==> src/rtl/vga_pkg.sv <==
// Shared constants for the 800x600@75 video path: timing, RGB565 colours,
// pattern mode encodings and the bouncing-box direction states.
package vga_pkg;

    localparam int H_ACTIVE = 800;
    localparam int H_FRONT  = 16;
    localparam int H_SYNC   = 80;
    localparam int H_BACK   = 160;
    localparam int H_TOTAL  = H_ACTIVE + H_FRONT + H_SYNC + H_BACK;

    localparam int V_ACTIVE = 600;
    localparam int V_FRONT  = 1;
    localparam int V_SYNC   = 3;
    localparam int V_BACK   = 21;
    localparam int V_TOTAL  = V_ACTIVE + V_FRONT + V_SYNC + V_BACK;

    localparam int BOX_SIZE = 64;
    localparam int STEP     = 2;

    localparam logic [15:0] RGB_WHITE   = 16'hFFFF;
    localparam logic [15:0] RGB_YELLOW  = 16'hFFE0;
    localparam logic [15:0] RGB_CYAN    = 16'h07FF;
    localparam logic [15:0] RGB_GREEN   = 16'h07E0;
    localparam logic [15:0] RGB_MAGENTA = 16'hF81F;
    localparam logic [15:0] RGB_RED     = 16'hF800;
    localparam logic [15:0] RGB_BLUE    = 16'h001F;
    localparam logic [15:0] RGB_BLACK   = 16'h0000;

    typedef enum logic [1:0] {
        MODE_BARS    = 2'd0,
        MODE_GRID    = 2'd1,
        MODE_BOX     = 2'd2,
        MODE_CHECKER = 2'd3
    } mode_e;

    // Bit 1 set means moving left, bit 0 set means moving up.
    typedef enum logic [1:0] {
        RIGHT_DOWN = 2'b00,
        RIGHT_UP   = 2'b01,
        LEFT_DOWN  = 2'b10,
        LEFT_UP    = 2'b11
    } box_state_e;

    function automatic logic [15:0] bar_colour(input logic [2:0] idx);
        case (idx)
            3'd0:    bar_colour = RGB_WHITE;
            3'd1:    bar_colour = RGB_YELLOW;
            3'd2:    bar_colour = RGB_CYAN;
            3'd3:    bar_colour = RGB_GREEN;
            3'd4:    bar_colour = RGB_MAGENTA;
            3'd5:    bar_colour = RGB_RED;
            3'd6:    bar_colour = RGB_BLUE;
            default: bar_colour = RGB_BLACK;
        endcase
    endfunction

endpackage

==> src/rtl/vga_control_module_box.sv <==
// Bouncing-box position: advances STEP pixels per axis on each frame tick and
// reflects off the active-area edges, flipping direction bits at the limits.
module box_motion_module #(
    parameter int H_ACTIVE = vga_pkg::H_ACTIVE,
    parameter int V_ACTIVE = vga_pkg::V_ACTIVE,
    parameter int BOX_SIZE = vga_pkg::BOX_SIZE,
    parameter int STEP     = vga_pkg::STEP
) (
    input  logic        clk_i,
    input  logic        rst_ni,
    input  logic        frame_tick_i,
    output logic [11:0] x_o,
    output logic [11:0] y_o
);
    import vga_pkg::*;

    localparam logic [11:0] XMAX   = 12'(H_ACTIVE - BOX_SIZE);
    localparam logic [11:0] YMAX   = 12'(V_ACTIVE - BOX_SIZE);
    localparam logic [11:0] STEP_W = 12'(STEP);

    box_state_e  state_q;
    logic [11:0] x_q, y_q;
    logic        x_hit, y_hit;

    assign x_hit = state_q[1] ? (x_q <= STEP_W) : (x_q + STEP_W >= XMAX);
    assign y_hit = state_q[0] ? (y_q <= STEP_W) : (y_q + STEP_W >= YMAX);

    always_ff @(posedge clk_i or negedge rst_ni) begin
        if (!rst_ni) begin
            state_q <= RIGHT_DOWN;
            x_q     <= '0;
            y_q     <= '0;
        end else if (frame_tick_i) begin
            if (state_q[1]) x_q <= x_hit ? 12'd0 : x_q - STEP_W;
            else            x_q <= x_hit ? XMAX  : x_q + STEP_W;
            if (state_q[0]) y_q <= y_hit ? 12'd0 : y_q - STEP_W;
            else            y_q <= y_hit ? YMAX  : y_q + STEP_W;
            state_q <= box_state_e'({state_q[1] ^ x_hit, state_q[0] ^ y_hit});
        end
    end

    assign x_o = x_q;
    assign y_o = y_q;

endmodule

==> src/rtl/vga_control_module.sv <==
// Test-pattern colour generator behind the sync generator: 2-stage pipeline
// producing RGB565 with HSYNC/VSYNC delayed to stay aligned with the pixels.
module vga_control_module #(
    parameter int H_ACTIVE = vga_pkg::H_ACTIVE,
    parameter int V_ACTIVE = vga_pkg::V_ACTIVE,
    parameter int BOX_SIZE = vga_pkg::BOX_SIZE,
    parameter int STEP     = vga_pkg::STEP
) (
    input  logic        CLK,
    input  logic        RST_n,
    input  logic        Ready_Sig,
    input  logic [10:0] Column_Addr_Sig,
    input  logic [10:0] Row_Addr_Sig,
    input  logic        HSYNC_In,
    input  logic        VSYNC_In,
    input  logic [1:0]  Mode_Sel,
    output logic        HSYNC_Sig,
    output logic        VSYNC_Sig,
    output logic [4:0]  Red_Sig,
    output logic [5:0]  Green_Sig,
    output logic [4:0]  Blue_Sig
);
    import vga_pkg::*;

    localparam int BAR_W = H_ACTIVE / 8;

    logic        ready_p1_q, hs_p1_q, vs_p1_q;
    logic [10:0] col_p1_q, row_p1_q;
    logic        frame_tick_q;
    mode_e       mode_q;
    logic [11:0] box_x, box_y, col_w, row_w;
    logic [2:0]  bar_idx;
    logic        grid_hit, box_hit, checker_bit;
    logic [15:0] rgb_d, rgb_p2_q;
    logic        hs_p2_q, vs_p2_q;

    box_motion_module #(
        .H_ACTIVE(H_ACTIVE), .V_ACTIVE(V_ACTIVE), .BOX_SIZE(BOX_SIZE), .STEP(STEP)
    ) u_box (
        .clk_i       (CLK),
        .rst_ni      (RST_n),
        .frame_tick_i(frame_tick_q),
        .x_o         (box_x),
        .y_o         (box_y)
    );

    // Stage 1: capture pixel address and syncs; vs_p1_q doubles as the edge-detect delay.
    always_ff @(posedge CLK or negedge RST_n) begin
        if (!RST_n) begin
            ready_p1_q   <= 1'b0;
            hs_p1_q      <= 1'b1;
            vs_p1_q      <= 1'b1;
            frame_tick_q <= 1'b0;
            mode_q       <= MODE_BARS;
        end else begin
            ready_p1_q   <= Ready_Sig;
            hs_p1_q      <= HSYNC_In;
            vs_p1_q      <= VSYNC_In;
            frame_tick_q <= vs_p1_q & ~VSYNC_In;
            if (frame_tick_q) mode_q <= mode_e'(Mode_Sel);
        end
    end

    always_ff @(posedge CLK) begin
        col_p1_q <= Column_Addr_Sig;
        row_p1_q <= Row_Addr_Sig;
    end

    always_comb begin
        bar_idx = 3'd0;
        for (int i = 1; i < 8; i++) begin
            if (col_p1_q >= 11'(i * BAR_W)) bar_idx = 3'(i);
        end
    end

    assign col_w       = {1'b0, col_p1_q};
    assign row_w       = {1'b0, row_p1_q};
    assign grid_hit    = (col_p1_q[5:0] == 6'd0) || (row_p1_q[5:0] == 6'd0);
    assign checker_bit = col_p1_q[5] ^ row_p1_q[5];
    assign box_hit     = (col_w >= box_x) && (col_w < box_x + 12'(BOX_SIZE)) &&
                         (row_w >= box_y) && (row_w < box_y + 12'(BOX_SIZE));

    always_comb begin
        rgb_d = RGB_BLACK;
        if (ready_p1_q) begin
            case (mode_q)
                MODE_BARS:    rgb_d = bar_colour(bar_idx);
                MODE_GRID:    rgb_d = grid_hit ? RGB_WHITE : RGB_BLACK;
                MODE_BOX:     rgb_d = box_hit ? RGB_RED : RGB_BLUE;
                MODE_CHECKER: rgb_d = checker_bit ? RGB_WHITE : RGB_BLACK;
                default:      rgb_d = RGB_BLACK;
            endcase
        end
    end

    // Stage 2: register the selected colour alongside the delayed syncs.
    always_ff @(posedge CLK or negedge RST_n) begin
        if (!RST_n) begin
            rgb_p2_q <= RGB_BLACK;
            hs_p2_q  <= 1'b1;
            vs_p2_q  <= 1'b1;
        end else begin
            rgb_p2_q <= rgb_d;
            hs_p2_q  <= hs_p1_q;
            vs_p2_q  <= vs_p1_q;
        end
    end

    assign HSYNC_Sig = hs_p2_q;
    assign VSYNC_Sig = vs_p2_q;
    assign Red_Sig   = rgb_p2_q[15:11];
    assign Green_Sig = rgb_p2_q[10:5];
    assign Blue_Sig  = rgb_p2_q[4:0];

endmodule

==> config.mk <==
export PLATFORM = sky130hd
export DESIGN_NAME = vga_control_module
export DESIGN_NICKNAME = d
export VERILOG_FILES = /design/src/rtl/vga_pkg.sv /design/src/rtl/vga_control_module_box.sv /design/src/rtl/vga_control_module.sv
export SDC_FILE = /design/constraint.sdc
export NUM_CORES = 1
export LEC_CHECK = 0
export CORE_UTILIZATION = 55
export CTS_BUF_LIST = sky130_fd_sc_hd__clkbuf_2
export CTS_CLUSTER_SIZE = 28
export DETAILED_ROUTE_END_ITERATION = 6
export PLACE_DENSITY = 0.84
export SETUP_SLACK_MARGIN = 0.2
export SLEW_MARGIN = 15
export SYNTH_ARGS = -nofsm -noshare
export SYNTH_HDL_FRONTEND = slang
export SYNTH_SLANG_ARGS = --single-unit
==> constraint.sdc <==
create_clock -name CLK -period 2.8 [get_ports CLK]
set_input_delay 0.56 -clock CLK [delete_from_list [all_inputs] [get_ports CLK]]
set_output_delay 0.56 -clock CLK [all_outputs]
set_load 0.05 [all_outputs]
* Word level (Yosys, flattened, before mapping) *
Index checks and enable logic that the tools add are counted.

storage, ports and cells
  word-level logic and storage cells = 77
  flip-flop bits (word level) = 72
  input bits = 29
  output and inout bits = 18

operators by class
  equal/unequal tests = 9
  bitwise operators = 5
  multiplexer cells = 21
  $lt $le $gt $ge = 15
  reduce and logical (&&, ||, !) cells = 8
  add/subtract/negate cells = 6

operator list
  kind                                                                 count
  one-hot mux 16 bit (7 select lines)                                  1
  2-to-1 mux 12 bit                                                    6
  2-to-1 mux 16 bit                                                    4
  one-hot mux 16 bit (4 select lines)                                  1
  greater-or-equal comparator 11 x 9 -> 1 bit, second input constant   3
  adder 12 x 2 -> 12 bit, second input constant                        2
  adder 12 x 7 -> 12 bit, second input constant                        2
  greater-or-equal comparator 11 x 12 -> 1 bit                         2
  greater-or-equal comparator 12 x 10 -> 1 bit, second input constant  2
  less-or-equal comparator 12 x 2 -> 1 bit, second input constant      2
  less-than comparator 11 x 12 -> 1 bit                                2
  subtractor 12 x 2 -> 12 bit, second input constant                   2
  greater-or-equal comparator 11 x 10 -> 1 bit, second input constant  2
  2-to-1 mux 3 bit                                                     6
  logical NOT 6 bit                                                    2
  greater-or-equal comparator 11 x 7 -> 1 bit, second input constant   1
  greater-or-equal comparator 11 x 8 -> 1 bit, second input constant   1
  == test 3 bit, second input constant                                 3
  == test 3 x 2 -> 1 bit, second input constant                        2
  == test 2 bit, second input constant                                 2
  == test 3 x 1 -> 1 bit, second input constant                        1
  logical AND 1 bit                                                    3
  logical NOT 3 bit                                                    1
  2-to-1 mux 1 bit                                                     3
  6 further kinds                                                      8

* Longest topological paths before layout *
Gate-level depths: netlist of run 1.

  word-level depth = 12
  gate-level depth with buffers = 11
  gate-level depth less buffers = 10

* By module *
A second synthesis of run 1 with hierarchy kept.

second synthesis, totals
  cells, all modules = 512
  area, all modules = 4275.4 sq um

by module, submodules not included
  module              sequential area each (sq um)  instances  cells each  area an instance (sq um)
  box_motion_module   600.6                         1          287         2165.8
  vga_control_module  720.7                         1          225         2109.5

* Worst setup path before layout of run 1 *
Ideal clock, no wire load.

  path kind = reg-to-reg
  from = register u_box.y_q[3], in the netlist u_box.y_o[3]
  to = register rgb_p2_q[4]
  period minus slack after synthesis = 2.142 ns
  cell stages (with the launch flop) = 10
  setup time = 0.066 ns
  data arrival time = 2.075 ns
  data required time = 2.734 ns
  setup slack = 0.658 ns
  path buffers = 1
  cells stage by stage = dfrtp_1 -> buf_2 -> inv_1 -> ha_1 -> a21oi_1 -> a21o_1 -> a21oi_1 -> or4b_2 -> nand4_1 -> o311a_1

on the way
  cells in the longest elaborated chain, start to end = 6
  elaborated cells on any way between the ends = 8
  those cells by class = add/sub: 1; order compare: 2; mux: 3; reduce/logical: 2

RTL lines
  item                                                                                           line                                                text
  start, declared                                                                                vga_control_module_box.sv:22                        logic [11:0] x_q, y_q;
  start signal, assigned                                                                         vga_control_module_box.sv:36                        if (state_q[0]) y_q <= y_hit ? 12'd0 : y_q - STEP_W;
  start signal, assigned                                                                         vga_control_module_box.sv:37                        else y_q <= y_hit ? YMAX : y_q + STEP_W;
  adder 12 x 7 -> 12 bit / greater-or-equal comparator 11 x 12 -> 1 bit (equally long branches)  vga_control_module.sv:81                            (row_w >= box_y) && (row_w < box_y + 12'(BOX_SIZE));
  less-than comparator 11 x 12 -> 1 bit / logical AND 1 bit (equally long branches)              vga_control_module.sv:81, vga_control_module.sv:80
  logical AND 1 bit (*)                                                                          vga_control_module.sv:81
  2-to-1 mux 16 bit (*)                                                                          vga_control_module.sv:89                            MODE_BOX: rgb_d = box_hit ? RGB_RED : RGB_BLUE;
  one-hot mux 16 bit (4 select lines) (*)                                                        vga_control_module.sv:86                            case (mode_q)
  2-to-1 mux 16 bit (*)                                                                          vga_control_module.sv:85                            if (ready_p1_q) begin
  end signal, assigned                                                                           vga_control_module.sv:103                           rgb_p2_q <= rgb_d;
  end, declared                                                                                  vga_control_module.sv:34                            logic [15:0] rgb_d, rgb_p2_q;

Mark *: on every way between the ends. The rest lies on a longest branch, timed or not.
A chain may end at the register's enable or synchronous reset.

* Worst setup path in the final report of run 1 *
  from = register u_box.x_q[6], in the netlist u_box.x_o[6]
  to = register rgb_p2_q[4]

on the way
  cells in the longest elaborated chain, start to end = 8
  elaborated cells on any way between the ends = 9
  those cells by class = add/sub: 1; order compare: 2; mux: 3; reduce/logical: 3

RTL lines
  item                                     line                          text
  start, declared                          vga_control_module_box.sv:22
  start signal, assigned                   vga_control_module_box.sv:34  if (state_q[1]) x_q <= x_hit ? 12'd0 : x_q - STEP_W;
  start signal, assigned                   vga_control_module_box.sv:35  else x_q <= x_hit ? XMAX : x_q + STEP_W;
  adder 12 x 7 -> 12 bit                   vga_control_module.sv:80      assign box_hit = (col_w >= box_x) && (col_w < box_x + 12'(BOX_SIZE)) &&
  less-than comparator 11 x 12 -> 1 bit    vga_control_module.sv:80
  logical AND 1 bit (*) (2 in series)      vga_control_module.sv:80
  logical AND 1 bit (*)                    vga_control_module.sv:81
  2-to-1 mux 16 bit (*)                    vga_control_module.sv:89
  one-hot mux 16 bit (4 select lines) (*)  vga_control_module.sv:86
  2-to-1 mux 16 bit (*)                    vga_control_module.sv:85

Marks and branches as above.

==> flow_summary.ini, run 1 <==
[detailed_routing]
wire_per_inst_um = 17.07
first_pass_iters = 5
drt_wl_total_mm = 9.935
vias = 3575
antenna_left = 0
drc = 0
first_iter_violations = 275
viasPerCell = 6.143

[finish]
diodes = 0
final_nets = 550
stdcell_area_mm2 = 0.004549
drive_gt1_share_pct = 9.053
syn_to_final_growth_pct = 13.95
fillers = 591

[grt]
grt-ovfl-total = 0
grt_max_degree = 36
track_usage_pct = 28.27
grt_pass1_vias = 3526
antenna_found_initial = 0
grt_pass1_wl_mm = 16.48

[sta]
skew_ns = 0.02109
worst_pin_slew_ns = 0.8536
rsz0062_at_grt = no
post-route-min-period_ns = 2.516
worst_slew_margin_rel_pct = 43.09
period_share_pct = 89.87
final_hold_viol_count = 0
fin_tns_setup_ns = 0
setup_viol = 0
slew_viol_final = 0
fmax_mhz = 397.4

[synth]
synth.net_count = 525
synth_edf_count = 0
syn_area_mm2 = 0.003993
synth-main-ff-cell = dfrtp_1
yosys-top-cells-area = dfrtp_1 (19%), ha_1 (13%), dfxtp_1 (11%)
seq_area_frac_synth_pct = 33.09
synth_cells = 456
synth_cell_types = 69
synth_seq_cells = 57
post-synth-top-area-cell = dfrtp_1
synth.top_cell.area_share_pct = 19.43
avgSynthCellArea_um2 = 8.756
async_reset_ff_share_pct = 61.40
ys.warnings.count = 0

[floorplanning]
die_area_mm2 = 0.007604
die_w_um = 87.20
core_mm2 = 0.006907
fp.dieH_um = 87.20
initial_core_util_pct = 57.81
std_cell_rows = 30
num_io_pins = 47

[clock_network]
cts_buffer_depth = 2
h-tree-depth = 3
clk_latency_ns = 0.53
cts_tree = done
clock-sinks = 57
cts_buffers = 9
cts_hold_buf = 0
clk_pin_slew_worst_paths_ns = 0.20
cts-root-buf = clkbuf_2

[outcome]
status = finished clean

[place]
placedInstanceArea_mm2 = 0.004400
dp.final_hpwl_mm = 7.371
port_buffers = 46
gp_congestion = 0.9279

[run]
drv_cap = 0

[setup_path]
worst-r2r-setup-slack_ns = 0.28
endpoint_kind = flip-flop
startpoint_type = flip-flop
crit_required_ns = 3.22
crit_type = flip-flop to flip-flop
rr_worst_depth = 10
worst_r2r_endpoint = rgb_p2_q[4]
arrival_ns = 2.94
cp_max_fo = 14
reg2reg_from = u_box.x_o[6]

[worst_hold_path]
hold_class = primary input to async pin

[power_and_ir_drop]
p_leak_nw = 1.843
powerDensity_mw_per_mm2 = 519.1
peakVddDrop_uv = 314.3
==> how the worst max path moves through the flow <==
stage,slack [ns],end,startpoint,cells past startpoint
floorplan,0.66,rgb_p2_q[4],u_box.y_o[3],9
global placement,0.46,rgb_p2_q[4],u_box.y_o[3],8
detailed placement,0.34,rgb_p2_q[4],u_box.x_o[6],10
CTS,0.31,rgb_p2_q[4],u_box.x_o[6],10
global route,0.21,rgb_p2_q[4],u_box.x_o[6],10
finish,0.28,rgb_p2_q[4],u_box.x_o[6],10
==> cell usage after synthesis, drive strengths merged, types with 3 or more instances <==
master / count
and2: 3
mux2i: 11
dfxtp: 22
mux2: 4
a21oi: 22
xnor2: 11
nor2: 24
a31oi: 6
o31ai: 5
nand2: 39
clkbuf: 14
dfrtp: 31
nor3: 13
and3: 3
o211ai: 6
nand3: 20
nor4: 6
a22oi: 5
ha: 40
or4: 3
o22ai: 9
nor3b: 3
a41o: 3
buf: 22
dfstp: 4
o21a: 4
or3: 5
nor2b: 4
o311ai: 4
inv: 26
a21o: 10
nand4: 7
o21ai: 32
==> registers in the layout (all words and copies together), names as in the netlist <==
signal and cells:
ready_p1_q 1, u_box.x_o 11, hs_p1_q 1, col_p1_q 11, frame_tick_q 1, u_box.state_q 2
VSYNC_Sig 1, rgb_p2_q 3, vs_p1_q 1, HSYNC_Sig 1, u_box.y_o 11, row_p1_q 11
mode_q 2
==> power breakdown <==
group	leakage [nW]	total [mW]	switching (mW)	internal, mW
Combinational	1.14	0.668	0.392	0.276
Sequential	0.621	1.03	0.139	0.891
Clock	0.0827	0.664	0.361	0.303
==> cell usage in the layout (no fill, tap or decap), drive strengths merged, types with 5 or more instances in the layout <==
cell type | Yosys | layout
a21oi | 22 | 22
clkdlybuf4s50 | 0 | 45
or3 | 5 | 5
nor2 | 24 | 24
dfrtp | 31 | 31
nor3 | 13 | 13
a21o | 10 | 10
o31ai | 5 | 5
o21ai | 32 | 32
a31oi | 6 | 6
nand4 | 7 | 7
ha | 40 | 40
inv | 26 | 27
buf | 22 | 5
nand3 | 20 | 20
o211ai | 6 | 6
xnor2 | 11 | 11
dfxtp | 22 | 22
a22oi | 5 | 5
o22ai | 9 | 9
nor4 | 6 | 6
clkbuf | 14 | 9
nand2 | 39 | 39
mux2i | 11 | 11
==> metal layers <==
layer,share of wire (%),vias up,global-route usage [%]
met5,0,-,0
met4,2.6,0,12.52
met3,5.2,27,6.635
met2,49,127,47.17
met1,43,1688,34.84
li1,-,1733,-
==> critical path, stage by stage, from the launching register on <==
cell and delay (ns):
dfrtp_1 0.64, inv_1 0.18, ha_1 0.31, inv_1 0.04, ha_1 0.27, a21o_1 0.15, a21o_1 0.16, a21oi_1 0.16
o221a_1 0.22, nand4_1 0.11, o311a_1 0.15
==> metrics by stage <==
| stage | setup WS, ns | util (%) | power [mW] | cells | hold slack (ns) |
|---|---|---|---|---|---|
| 2_1_floorplan | 0.6584 | - | 1.516 | 456 | 0.2644 |
| 3_3_place_gp | 0.4591 | 63.71 | 1.679 | 566 | 0.3456 |
| 3_5_place_dp | 0.3387 | 63.71 | 1.704 | 566 | 0.3487 |
| 4_1_cts | 0.3057 | 65.85 | 2.369 | 582 | 0.1170 |
| 5_1_grt | 0.2084 | 65.87 | 2.487 | 582 | 0.1324 |
| 6_report | 0.2836 | 65.87 | 2.361 | 582 | 0.1168 |
==> what timing repair did <==
| action | 4_1_cts | 5_1_grt |
|---|---|---|
| endpoints found under the setup margin | 0 | 1 |
| setup buffers | 0 | 0 |
| gates resized for setup | 0 | 1 |
| endpoints found under the hold margin | 0 | 0 |
==> cell type report <==
type | count | area (µm²) | share of cell area, %
Multi-Input combinational cell | 337 | 2376 | 52.23
Sequential cell | 57 | 1323 | 29.07
Clock inverter | 7 | 102.6 | 2.255
Clock buffer | 9 | 45.04 | 0.9901
Tap cell | 96 | 120.1 | 2.640
Inverter | 26 | 97.59 | 2.145
Timing Repair Buffer | 50 | 485.5 | 10.67
==> logic make-up after synthesis <==
family                     Yosys count  share of synthesized area [%]
adders and majority gates           40                          12.54
muxes                               15                          3.886
xor gates and xnor gates            13                          2.852
and+or+nand+nor                    138                          17.61
buffers and inverters               62                          7.395
DFF                                 57                          33.09
AOI/OAI and AO/OA                  131                          22.63
No activity file was read; power rests on OpenSTA's default activity.
==> run 2, diff against run 1 <==
- CAP_MARGIN: unset -> 20
- CELL_PAD_IN_SITES_DETAIL_PLACEMENT: unset -> 0
- CELL_PAD_IN_SITES_GLOBAL_PLACEMENT: unset -> 1
- CORE_UTILIZATION: 55 -> 44
- PLACE_DENSITY: 0.84 -> 0.87
==> run 2 against run 1 <==
Sequential share of layout area rose by 0.25 points. Global-route usage down 6.2 points. Sequential power about the same. Final cell count grew 1.9%. Clock skew increased by 0.026 ns. Clock-buffer cell count up 3. Total power shrank 5.8%. Setup slack gained 0.098 ns. Clock power fell by 20%. Sequential cell count unchanged. Largest cell class unchanged.
==> flow_summary.ini, run 2 (synthesis results as in run 1) <==
[detailed_routing]
viasPerCell = 5.914
drt_wl_total_mm = 9.936
first_pass_iters = 5
drc = 0
first_iter_violations = 151
antenna_left = 0
vias = 3507
wire_per_inst_um = 16.76

[setup_path]
crit_required_ns = 2.24
cp_max_fo = 1
cp_slowest_cell = clkdlybuf4s50_1
crit_type = flip-flop to primary output
worstPathCellList = clkdlybuf4s50_1
rr_worst_depth = 10
slowest_delay_ns = 0.79
crit_family = buffers and inverters
worst-r2r-setup-slack_ns = 0.43
endpoint_kind = primary output
startpoint_type = flip-flop
reg2reg_from = u_box.x_o[7]
arrival_ns = 1.86
cp_num_buf_inv = 1
worst_r2r_endpoint = rgb_p2_q[4]

[power_and_ir_drop]
p_leak_nw = 1.822
powerDensity_mw_per_mm2 = 491.9
peakVddDrop_uv = 245.8

[sta]
fmax_mhz = 413.6
worst_pin_slew_ns = 0.8845
slew_viol_final = 0
skew_ns = 0.04663
setup_viol = 0
post-route-min-period_ns = 2.418
worst_slew_margin_rel_pct = 41.03
period_share_pct = 86.35
rsz0062_at_grt = yes
holdWs_ns = 0.1408
final_hold_viol_count = 0
fin_tns_setup_ns = 0

[finish]
syn_to_final_growth_pct = 13.29
mostFrequentLayoutCells = clkdlybuf4s50_1 (45), ha_1 (40), nand2_1 (39), o21ai_0 (31), dfrtp_1 (27)
final_common_cell = clkdlybuf4s50_1
stdcell_area_mm2 = 0.004523
drive_gt1_share_pct = 9.278
diodes = 0
final_nets = 549

[grt]
grt_pass1_vias = 3360
grt_pass1_wl_mm = 16.73
met1_usage_pct = 28.12
antenna_found_initial = 0
grt_use_met2_pct = 36.94
grt-busiest-layer = met2
grt-ovfl-total = 0
grt_max_degree = 36
track_usage_pct = 22.04
met3_usage_pct = 6.115

[floorplanning]
std_cell_rows = 34
die_w_um = 97.26
num_io_pins = 47
core_mm2 = 0.008763
initial_core_util_pct = 45.56
die_area_mm2 = 0.009459
fp.dieH_um = 97.26

[place]
dp.final_hpwl_mm = 7.404
port_buffers = 46
placedInstanceArea_mm2 = 0.004408
gp_congestion = 0.9532

[clock_network]
cts_tree = done
cts_buffer_depth = 2
h-tree-depth = 3
cts-root-buf = clkbuf_2
cts_buffers = 9
clock-sinks = 57
clk_pin_slew_worst_paths_ns = 0.20
clk_latency_ns = 0.51
cts_setup_buffers = 0

[run]
drv_cap = 0

[worst_hold_path]
hold_class = primary input to async pin

[outcome]
status = finished clean
run 2: per-layer routing:
layer,wire length [µm],share of wire [%],up-vias
met5,0,0,-
met4,103,1.0,0
met3,496,5.0,11
met2,4835,49,80
met1,4500,45,1690
li1,-,-,1726
run 2: what timing repair did:
item                       in CTS  in global routing
resized for setup               0                  5
hold buffers                    0                  0
hold endpoints to repair        0                  0
setup endpoints to repair       0                  3
run 2: worst max-delay path by stage:
stage	endpoint	start	depth (start not counted)	slack (ns)
3_3_place_gp	rgb_p2_q[4]	u_box.x_o[7]	10	0.37
6_report	HSYNC_Sig	HSYNC_Sig	1	0.38
5_1_grt	u_box.y_o[10]	u_box.y_o[1]	7	0.19
4_1_cts	rgb_p2_q[4]	u_box.x_o[7]	10	0.28
3_5_place_dp	rgb_p2_q[4]	u_box.x_o[7]	10	0.34
2_1_floorplan	rgb_p2_q[4]	u_box.y_o[3]	9	0.66
run 2: where the power goes:
group,total (mW),internal (mW),switching (mW)
clock,0.528,0.212,0.317
sequential,1.03,0.891,0.139
combinational,0.666,0.276,0.391
run 2: stage by stage:
step / util, % / std cells / total power [mW] / setup WS (ns)
floorplan: - / 456 / 1.516 / 0.6584
global placement: 50.30 / 577 / 1.693 / 0.3712
detailed placement: 50.30 / 577 / 1.703 / 0.3356
CTS: 51.50 / 593 / 2.244 / 0.2849
global route: 51.61 / 593 / 2.359 / 0.1937
finish: 51.61 / 593 / 2.225 / 0.3821
run 2: layout make-up:
class	instances	area, µm²
inverter	26	97.59
fill	837	4240
clock buffer	12	60.06
sequential	57	1326
multi-input combinational	337	2381
timing repair buffer	49	478.0
clock inverter	4	45.04
tap	108	135.1
